File: src/rtl/mddr_tx_sequencer_if.sv
// Write-beat handshake and pad-drive bundle of the MDDR write sequencer.
// The master side is the memory-controller write path and the pad observer.
// The slave side is the sequencer itself.
interface mddr_tx_sequencer_if #(
    parameter int DQ_W = 8
);
    logic            s_valid;
    logic            s_ready;
    logic [DQ_W-1:0] s_data;
    logic [DQ_W-1:0] dq_i;
    logic            dq_oen;
    logic            dqs_i;
    logic            dqs_oen;
    logic            pad_pwd;
    logic            busy;

    modport master (
        output s_valid, s_data,
        input  s_ready, dq_i, dq_oen, dqs_i, dqs_oen, pad_pwd, busy
    );

    modport slave (
        input  s_valid, s_data,
        output s_ready, dq_i, dq_oen, dqs_i, dqs_oen, pad_pwd, busy
    );
endinterface

File: src/rtl/mddr_tx_sequencer.sv
// MDDR core-side write sequencer.
// Buffers write beats, then drives the DQ and DQS pads through
// preamble, toggling strobe, and postamble phases.
// Powers down the pad receivers after a run of empty idle cycles.
module mddr_tx_sequencer #(
    parameter int DQ_W       = 8,
    parameter int BURST_LEN  = 4,
    parameter int FIFO_DEPTH = 8,
    parameter int PRE_CYC    = 1,
    parameter int POST_CYC   = 1,
    parameter int PWD_IDLE   = 16
) (
    input  logic                 clk,
    input  logic                 rst_n,
    mddr_tx_sequencer_if.slave   bus
);
    localparam int PTR_W   = $clog2(FIFO_DEPTH);
    localparam int CNT_W   = PTR_W + 1;
    localparam int MAX_A   = (BURST_LEN > PRE_CYC) ? BURST_LEN : PRE_CYC;
    localparam int CYC_MAX = (MAX_A > POST_CYC) ? MAX_A : POST_CYC;
    localparam int CYC_W   = (CYC_MAX > 1) ? $clog2(CYC_MAX) : 1;
    localparam int IDLE_W  = $clog2(PWD_IDLE + 1);

    typedef enum logic [1:0] {
        ST_IDLE = 2'd0,
        ST_PRE  = 2'd1,
        ST_DATA = 2'd2,
        ST_POST = 2'd3
    } state_t;

    logic [DQ_W-1:0]   mem [FIFO_DEPTH];
    logic [PTR_W-1:0]  wr_ptr_q, rd_ptr_q;
    logic [CNT_W-1:0]  count_q, count_d;
    state_t            state_q;
    logic [CYC_W-1:0]  cyc_q;
    logic [DQ_W-1:0]   dq_q;
    logic              dq_oen_q, dqs_q, dqs_oen_q;
    logic [IDLE_W-1:0] idle_q;
    logic              pwd_q;

    logic              s_ready;
    logic              push, pop;
    logic [PTR_W-1:0]  head_sel;

    assign s_ready = rst_n && (count_q != CNT_W'(FIFO_DEPTH));
    assign push    = bus.s_valid && s_ready;
    assign pop     = (state_q == ST_DATA);
    // The beat shown in a DATA cycle is popped at that cycle's closing edge,
    // so the next beat to load sits one past the head while popping.
    assign head_sel = pop ? (rd_ptr_q + PTR_W'(1)) : rd_ptr_q;
    assign count_d  = count_q + CNT_W'(push) - CNT_W'(pop);

    // Beat storage write port; contents need no reset, pointers define validity.
    always_ff @(posedge clk) begin
        if (push) begin
            mem[wr_ptr_q] <= bus.s_data;
        end
    end

    // FIFO pointers and occupancy.
    always_ff @(posedge clk) begin
        if (!rst_n) begin
            wr_ptr_q <= '0;
            rd_ptr_q <= '0;
            count_q  <= '0;
        end else begin
            if (push) wr_ptr_q <= wr_ptr_q + PTR_W'(1);
            if (pop)  rd_ptr_q <= rd_ptr_q + PTR_W'(1);
            count_q <= count_d;
        end
    end

    // Burst FSM with registered pad drives.
    always_ff @(posedge clk) begin
        if (!rst_n) begin
            state_q   <= ST_IDLE;
            cyc_q     <= '0;
            dq_q      <= '0;
            dq_oen_q  <= 1'b1;
            dqs_q     <= 1'b0;
            dqs_oen_q <= 1'b1;
        end else begin
            case (state_q)
                ST_IDLE: begin
                    if (count_q >= CNT_W'(BURST_LEN)) begin
                        state_q   <= ST_PRE;
                        cyc_q     <= '0;
                        dqs_oen_q <= 1'b0;
                        dqs_q     <= 1'b0;
                    end
                end
                ST_PRE: begin
                    if (cyc_q == CYC_W'(PRE_CYC - 1)) begin
                        state_q  <= ST_DATA;
                        cyc_q    <= '0;
                        dq_oen_q <= 1'b0;
                        dqs_q    <= 1'b1;
                        dq_q     <= mem[head_sel];
                    end else begin
                        cyc_q <= cyc_q + CYC_W'(1);
                    end
                end
                ST_DATA: begin
                    if (cyc_q == CYC_W'(BURST_LEN - 1)) begin
                        // count_q still includes the beat on the pads now.
                        if (count_q > CNT_W'(BURST_LEN)) begin
                            cyc_q <= '0;
                            dq_q  <= mem[head_sel];
                            dqs_q <= ~dqs_q;
                        end else begin
                            state_q  <= ST_POST;
                            cyc_q    <= '0;
                            dq_oen_q <= 1'b1;
                            dqs_q    <= 1'b0;
                        end
                    end else begin
                        cyc_q <= cyc_q + CYC_W'(1);
                        dq_q  <= mem[head_sel];
                        dqs_q <= ~dqs_q;
                    end
                end
                ST_POST: begin
                    if (cyc_q == CYC_W'(POST_CYC - 1)) begin
                        state_q   <= ST_IDLE;
                        cyc_q     <= '0;
                        dqs_oen_q <= 1'b1;
                    end else begin
                        cyc_q <= cyc_q + CYC_W'(1);
                    end
                end
                default: begin
                    state_q <= ST_IDLE;
                end
            endcase
        end
    end

    // Idle run counter driving the pad receiver powerdown.
    always_ff @(posedge clk) begin
        if (!rst_n) begin
            idle_q <= '0;
            pwd_q  <= 1'b0;
        end else if (push || (state_q != ST_IDLE) || (count_q != '0)) begin
            idle_q <= '0;
            pwd_q  <= 1'b0;
        end else if (idle_q != IDLE_W'(PWD_IDLE)) begin
            idle_q <= idle_q + IDLE_W'(1);
            pwd_q  <= (idle_q == IDLE_W'(PWD_IDLE - 1));
        end
    end

    assign bus.s_ready = s_ready;
    assign bus.dq_i    = dq_q;
    assign bus.dq_oen  = dq_oen_q;
    assign bus.dqs_i   = dqs_q;
    assign bus.dqs_oen = dqs_oen_q;
    assign bus.pad_pwd = pwd_q;
    assign bus.busy    = (state_q != ST_IDLE);
endmodule

File: src/flat_wrapper.sv
// flat-port wrapper written by rule: the top's interface ports become plain ports
module mddr_tx_sequencer_flat 
#(
    parameter int DQ_W       = 8,
    parameter int BURST_LEN  = 4,
    parameter int FIFO_DEPTH = 8,
    parameter int PRE_CYC    = 1,
    parameter int POST_CYC   = 1,
    parameter int PWD_IDLE   = 16
)
  (clk, rst_n, bus_s_valid, bus_s_data, bus_s_ready, bus_dq_i, bus_dq_oen, bus_dqs_i, bus_dqs_oen, bus_pad_pwd, bus_busy);
  mddr_tx_sequencer_if #(.DQ_W(DQ_W)) bus_i ();
  input  logic clk;
  input  logic rst_n;
  input wire logic [$bits(bus_i.s_valid)-1:0] bus_s_valid;
  input wire logic [$bits(bus_i.s_data)-1:0] bus_s_data;
  output wire logic [$bits(bus_i.s_ready)-1:0] bus_s_ready;
  output wire logic [$bits(bus_i.dq_i)-1:0] bus_dq_i;
  output wire logic [$bits(bus_i.dq_oen)-1:0] bus_dq_oen;
  output wire logic [$bits(bus_i.dqs_i)-1:0] bus_dqs_i;
  output wire logic [$bits(bus_i.dqs_oen)-1:0] bus_dqs_oen;
  output wire logic [$bits(bus_i.pad_pwd)-1:0] bus_pad_pwd;
  output wire logic [$bits(bus_i.busy)-1:0] bus_busy;
  assign bus_i.s_valid = bus_s_valid;
  assign bus_i.s_data = bus_s_data;
  assign bus_s_ready = bus_i.s_ready;
  assign bus_dq_i = bus_i.dq_i;
  assign bus_dq_oen = bus_i.dq_oen;
  assign bus_dqs_i = bus_i.dqs_i;
  assign bus_dqs_oen = bus_i.dqs_oen;
  assign bus_pad_pwd = bus_i.pad_pwd;
  assign bus_busy = bus_i.busy;
  mddr_tx_sequencer #(.DQ_W(DQ_W), .BURST_LEN(BURST_LEN), .FIFO_DEPTH(FIFO_DEPTH), .PRE_CYC(PRE_CYC), .POST_CYC(POST_CYC), .PWD_IDLE(PWD_IDLE)) u_core (.clk(clk), .rst_n(rst_n), .bus(bus_i));
endmodule
File: config.mk
export PLATFORM = sky130hd
export DESIGN_NAME = mddr_tx_sequencer_flat
export DESIGN_NICKNAME = d
export VERILOG_FILES = /design/src/rtl/mddr_tx_sequencer_if.sv /design/src/rtl/mddr_tx_sequencer.sv /design/src/flat_wrapper.sv
export SDC_FILE = /design/constraint.sdc
export NUM_CORES = 1
export LEC_CHECK = 0
export ABC_AREA = 1
export BUFFER_PORTS_ARGS = -buffer_cell sky130_fd_sc_hd__buf_2
export CORE_ASPECT_RATIO = 1.25
export CORE_MARGIN = 2
export CORE_UTILIZATION = 44
export CTS_CLUSTER_DIAMETER = 50
export DETAILED_ROUTE_END_ITERATION = 6
export SLEW_MARGIN = 10
export SYNTH_ARGS = -nofsm -noshare
export SYNTH_HDL_FRONTEND = slang
export SYNTH_SLANG_ARGS = --single-unit
export TNS_END_PERCENT = 5
File: constraint.sdc
create_clock -name clk -period 2.75 [get_ports clk]
set_clock_uncertainty 0.1 [all_clocks]
set_input_delay 0.55 -clock clk [delete_from_list [all_inputs] [get_ports clk]]
set_output_delay 0.55 -clock clk [all_outputs]
set_load 0.005 [all_outputs]
==> results.md <==
- Ant. Diodes: 0
- Clock Sinks: 95
- P_sw: 1.58 mW
- Largest net degree at the start of global routing: 26
- First-pass GRT wire length: 15300 um
- Predominant post-synthesis flop cell: edfxtp_1
- ANT nets after route: 0
- DR vias/cell: 4.93
- Fin. max-slew vios: 0
- CTS H-tree lvls: 3
- PwrDens: 900 mW/mm^2
- Placed Instance Area: 0.00478 mm^2
- Status: completed
- Ports: 25
- Die area: 0.0110 mm^2
- Worst Setup Path Type: register to register
- Pre-antenna DRT Iters: 4
- RR Endpoint: u_core.count_q[2]
- CTS Hold Buffers Added: 0
- Sw frac: 0.345
- Maximum VDD drop: 0.000346 V
- Part of the power in registers: 0.386
- Core area: 0.0100 mm^2
- Cell variety after synth: 31
- Latest clock arrival within the worst-skew pair: 330 ps
- Worst min-delay path category: register to register
- Critical path arrival: 2480 ps
- Initial Utilization: 0.447
- Post-synthesis mux area share: 0
- Total Routing Usage GR: 0.186
- Register-to-register setup slack: 380 ps
- Part of the power in combinational logic: 0.337
- Worst path slowest cell: ha_1
- Finished Cell Area: 0.00509 mm^2
- Row cnt: 41
- Total CTS buffers: 9
- CTS tree: yes
- Synth Area in Adders: 0.0632
- Compound-Gate Fraction of Synth Area: 0.0439
- Total of max-cap violations: 0
- Pleak: 2.22 nW
- Crit path capture type: register
- CTS-repair resized insts: 0
- Yosys top cell area share: 0.430
- Initial antenna violation count: 0
- PortBufs: 24
- Clock Pin Slew Worst Setup and Hold Paths: 60 ps
- Setup TNS: 0 ps
- Maximum clock insertion buffer count: 2
- Yosys synthesis warning count: 0
- Cell taking the most area after synthesis: edfxtp_1
- Top cells by area, synth: edfxtp_1 (43%), dfxtp_1 (14%), nand3_1 (9.5%), inv_1 (7.5%), nand2_1 (6.6%)
- Pint: 3.00 mW
- Post CTS Setup Buffer Count: 0
- WP data required: 2870 ps
- Main combinational cell family by area after synthesis: simple AND/OR/NAND/NOR gates
- Max_slew headroom: 0.646
- RSZ-0062 raised after global routing: false
- Mapped Nets: 505
- Die Width: 94.2 um
- Avg Cell Area, Syn: 9.47 um^2
- Element type at the critical path start: register
- Cell with the most instances after synthesis: inv_1
- Peak Freq: 423 MHz
- Clock root buffer: clkbuf_16
- Seq/Total Area, Yosys: 0.569
- Post-route minimum period: 2370 ps
- Worst-path fanout max: 10
- Min-Delay Startpoint: u_core.bus.dq_oen
- Filler cells: 937
- Grt total ovfl: 0
- Area grow syn2layout: 13.9%
- Final WL: 9420 um
- DP HPWL: 6620 um
- Worst r2r path cells: 9
- Die Ht: 117 um
- Hold EP: u_core.bus.dq_oen
- Tcrit/Tclk final: 0.860
- Fraction of registers with async set/reset: 0
- Setup violators final: 0
- FF-to-FF Start: u_core.state_q[0]
- Routability cong.: 0.809
- Post-synth EDFFs: 64
- Synth Instances: 472
- Synth Area in XOR/XNOR: 0.00392
- DR iter-0 viols: 180
- FF+latch count, synth: 95
- Most frequent cells after synthesis: inv_1 (89), nand3_1 (85), nand2_1 (79)
- Vias in the first global route: 3108
- Slew @ Worst Pin: 529 ps
- NumNets Final: 543
- Ratio of cells with drive above 1 in the final layout: 0.136
- Hold Path Depth: 2
- Vias: 3175
- Max stage delay on crit path: 500 ps
- Post-route DRC: 0
- Synth Cell Area: 0.00447 mm^2
- Drt wl/cell: 14.6 um
- Simple-gate area share of the yosys netlist: 0.223
- Clk pwr share: 0.277
- CP cell instances: inv_1, ha_1, ha_1, inv_1, ha_1, inv_1, fa_1, xor2_1, nor2_1
- Final hold viol count: 0
-- worst max-delay path: cells and delay by family (launching register included) --
kind | cells | cell delay, ps
adder cells (fa/ha/maj) | 4 | 1360
flip-flops | 1 | 330
buffers and inverters | 3 | 250
XOR/XNOR | 1 | 170
AND/OR/NAND/NOR | 1 | 50
-- registers in the layout, indices dropped and copies added (netlist names), 2 cells and up --
signal and cells:
u_core.count_q 4, u_core.mem 64, u_core.state_q 2, u_core.cyc_q 2, u_core.idle_q 5, u_core.bus.dq_i 8
u_core.wr_ptr_q 3, u_core.rd_ptr_q 3
-- power groups by stage --
stage               clock, mW  combinational [mW]  sequential, mW
global route             1.35                1.77            1.79
global placement            0                1.52            1.80
detailed placement          0                1.56            1.80
CTS                      1.30                1.56            1.77
floorplan                   0                1.15            1.79
finish                   1.27                1.54            1.77
-- worst max-delay path by stage --
stage,from,end,slack [ps],cells past startpoint
4_1_cts,u_core.state_q[0],u_core.count_q[2],370,9
3_5_place_dp,u_core.state_q[0],u_core.count_q[2],380,9
5_1_grt,u_core.state_q[0],u_core.count_q[2],210,9
2_1_floorplan,rst_n,u_core.count_q[2],580,10
6_report,u_core.state_q[0],u_core.count_q[2],380,9
3_3_place_gp,u_core.state_q[0],u_core.count_q[2],460,9
-- area by class of cell --
class / instances / area, um^2 / share of cell area
flip-flops and latches: 95 / 2540 / 0.499
multi-input cells: 273 / 1490 / 0.293
inverters: 93 / 358 / 0.0703
clock buffers: 13 / 272 / 0.0533
repair buffers: 38 / 225 / 0.0442
well taps: 129 / 161 / 0.0317
clock inverters: 3 / 40.0 / 0.00786
-- metal layers --
| layer | wire length, um | track usage | up-vias |
|---|---|---|---|
| li1 | - | - | 1623 |
| met1 | 4090 | 0.220 | 1494 |
| met2 | 4860 | 0.332 | 43 |
| met3 | 292 | 0.0374 | 15 |
| met4 | 183 | 0.0696 | 0 |
| met5 | 0 | 0 | - |
-- layout by cell type (no fill, tap or decap), types with 3 or more instances in the layout --
cell	instances
inv_1	89
nand3b_1	8
ha_1	21
nand2_4	3
buf_2	24
nand2_2	7
o21ai_0	8
edfxtp_1	64
clkbuf_16	10
clkinv_2	3
nand2_1	79
buf_4	14
nand3_1	85
dfxtp_1	31
nor3_1	3
a21oi_1	22
nor2_1	26
-- per-stage QoR --
step,power [mW],hold WS (ps),utilization,worst slack [ps],instances
5_1_grt,4.91,376,0.509,213,644
4_1_cts,4.63,358,0.509,374,644
6_report,4.58,358,0.509,385,644
3_3_place_gp,3.32,338,0.478,455,628
2_1_floorplan,2.94,351,-,576,472
3_5_place_dp,3.36,344,0.478,385,628
-- logic make-up (layout without fill, tap and decap cells) --
family                     count (synthesis)  in the layout
buffers and inverters                    104            147
and+or+nand+nor                          214            214
DFF                                       95             95
xor gates and xnor gates                   2              2
AOI/OAI and AO/OA                         35             35
adders and majority gates                 22             22
Note: power is estimated with default switching activity, not from simulation.
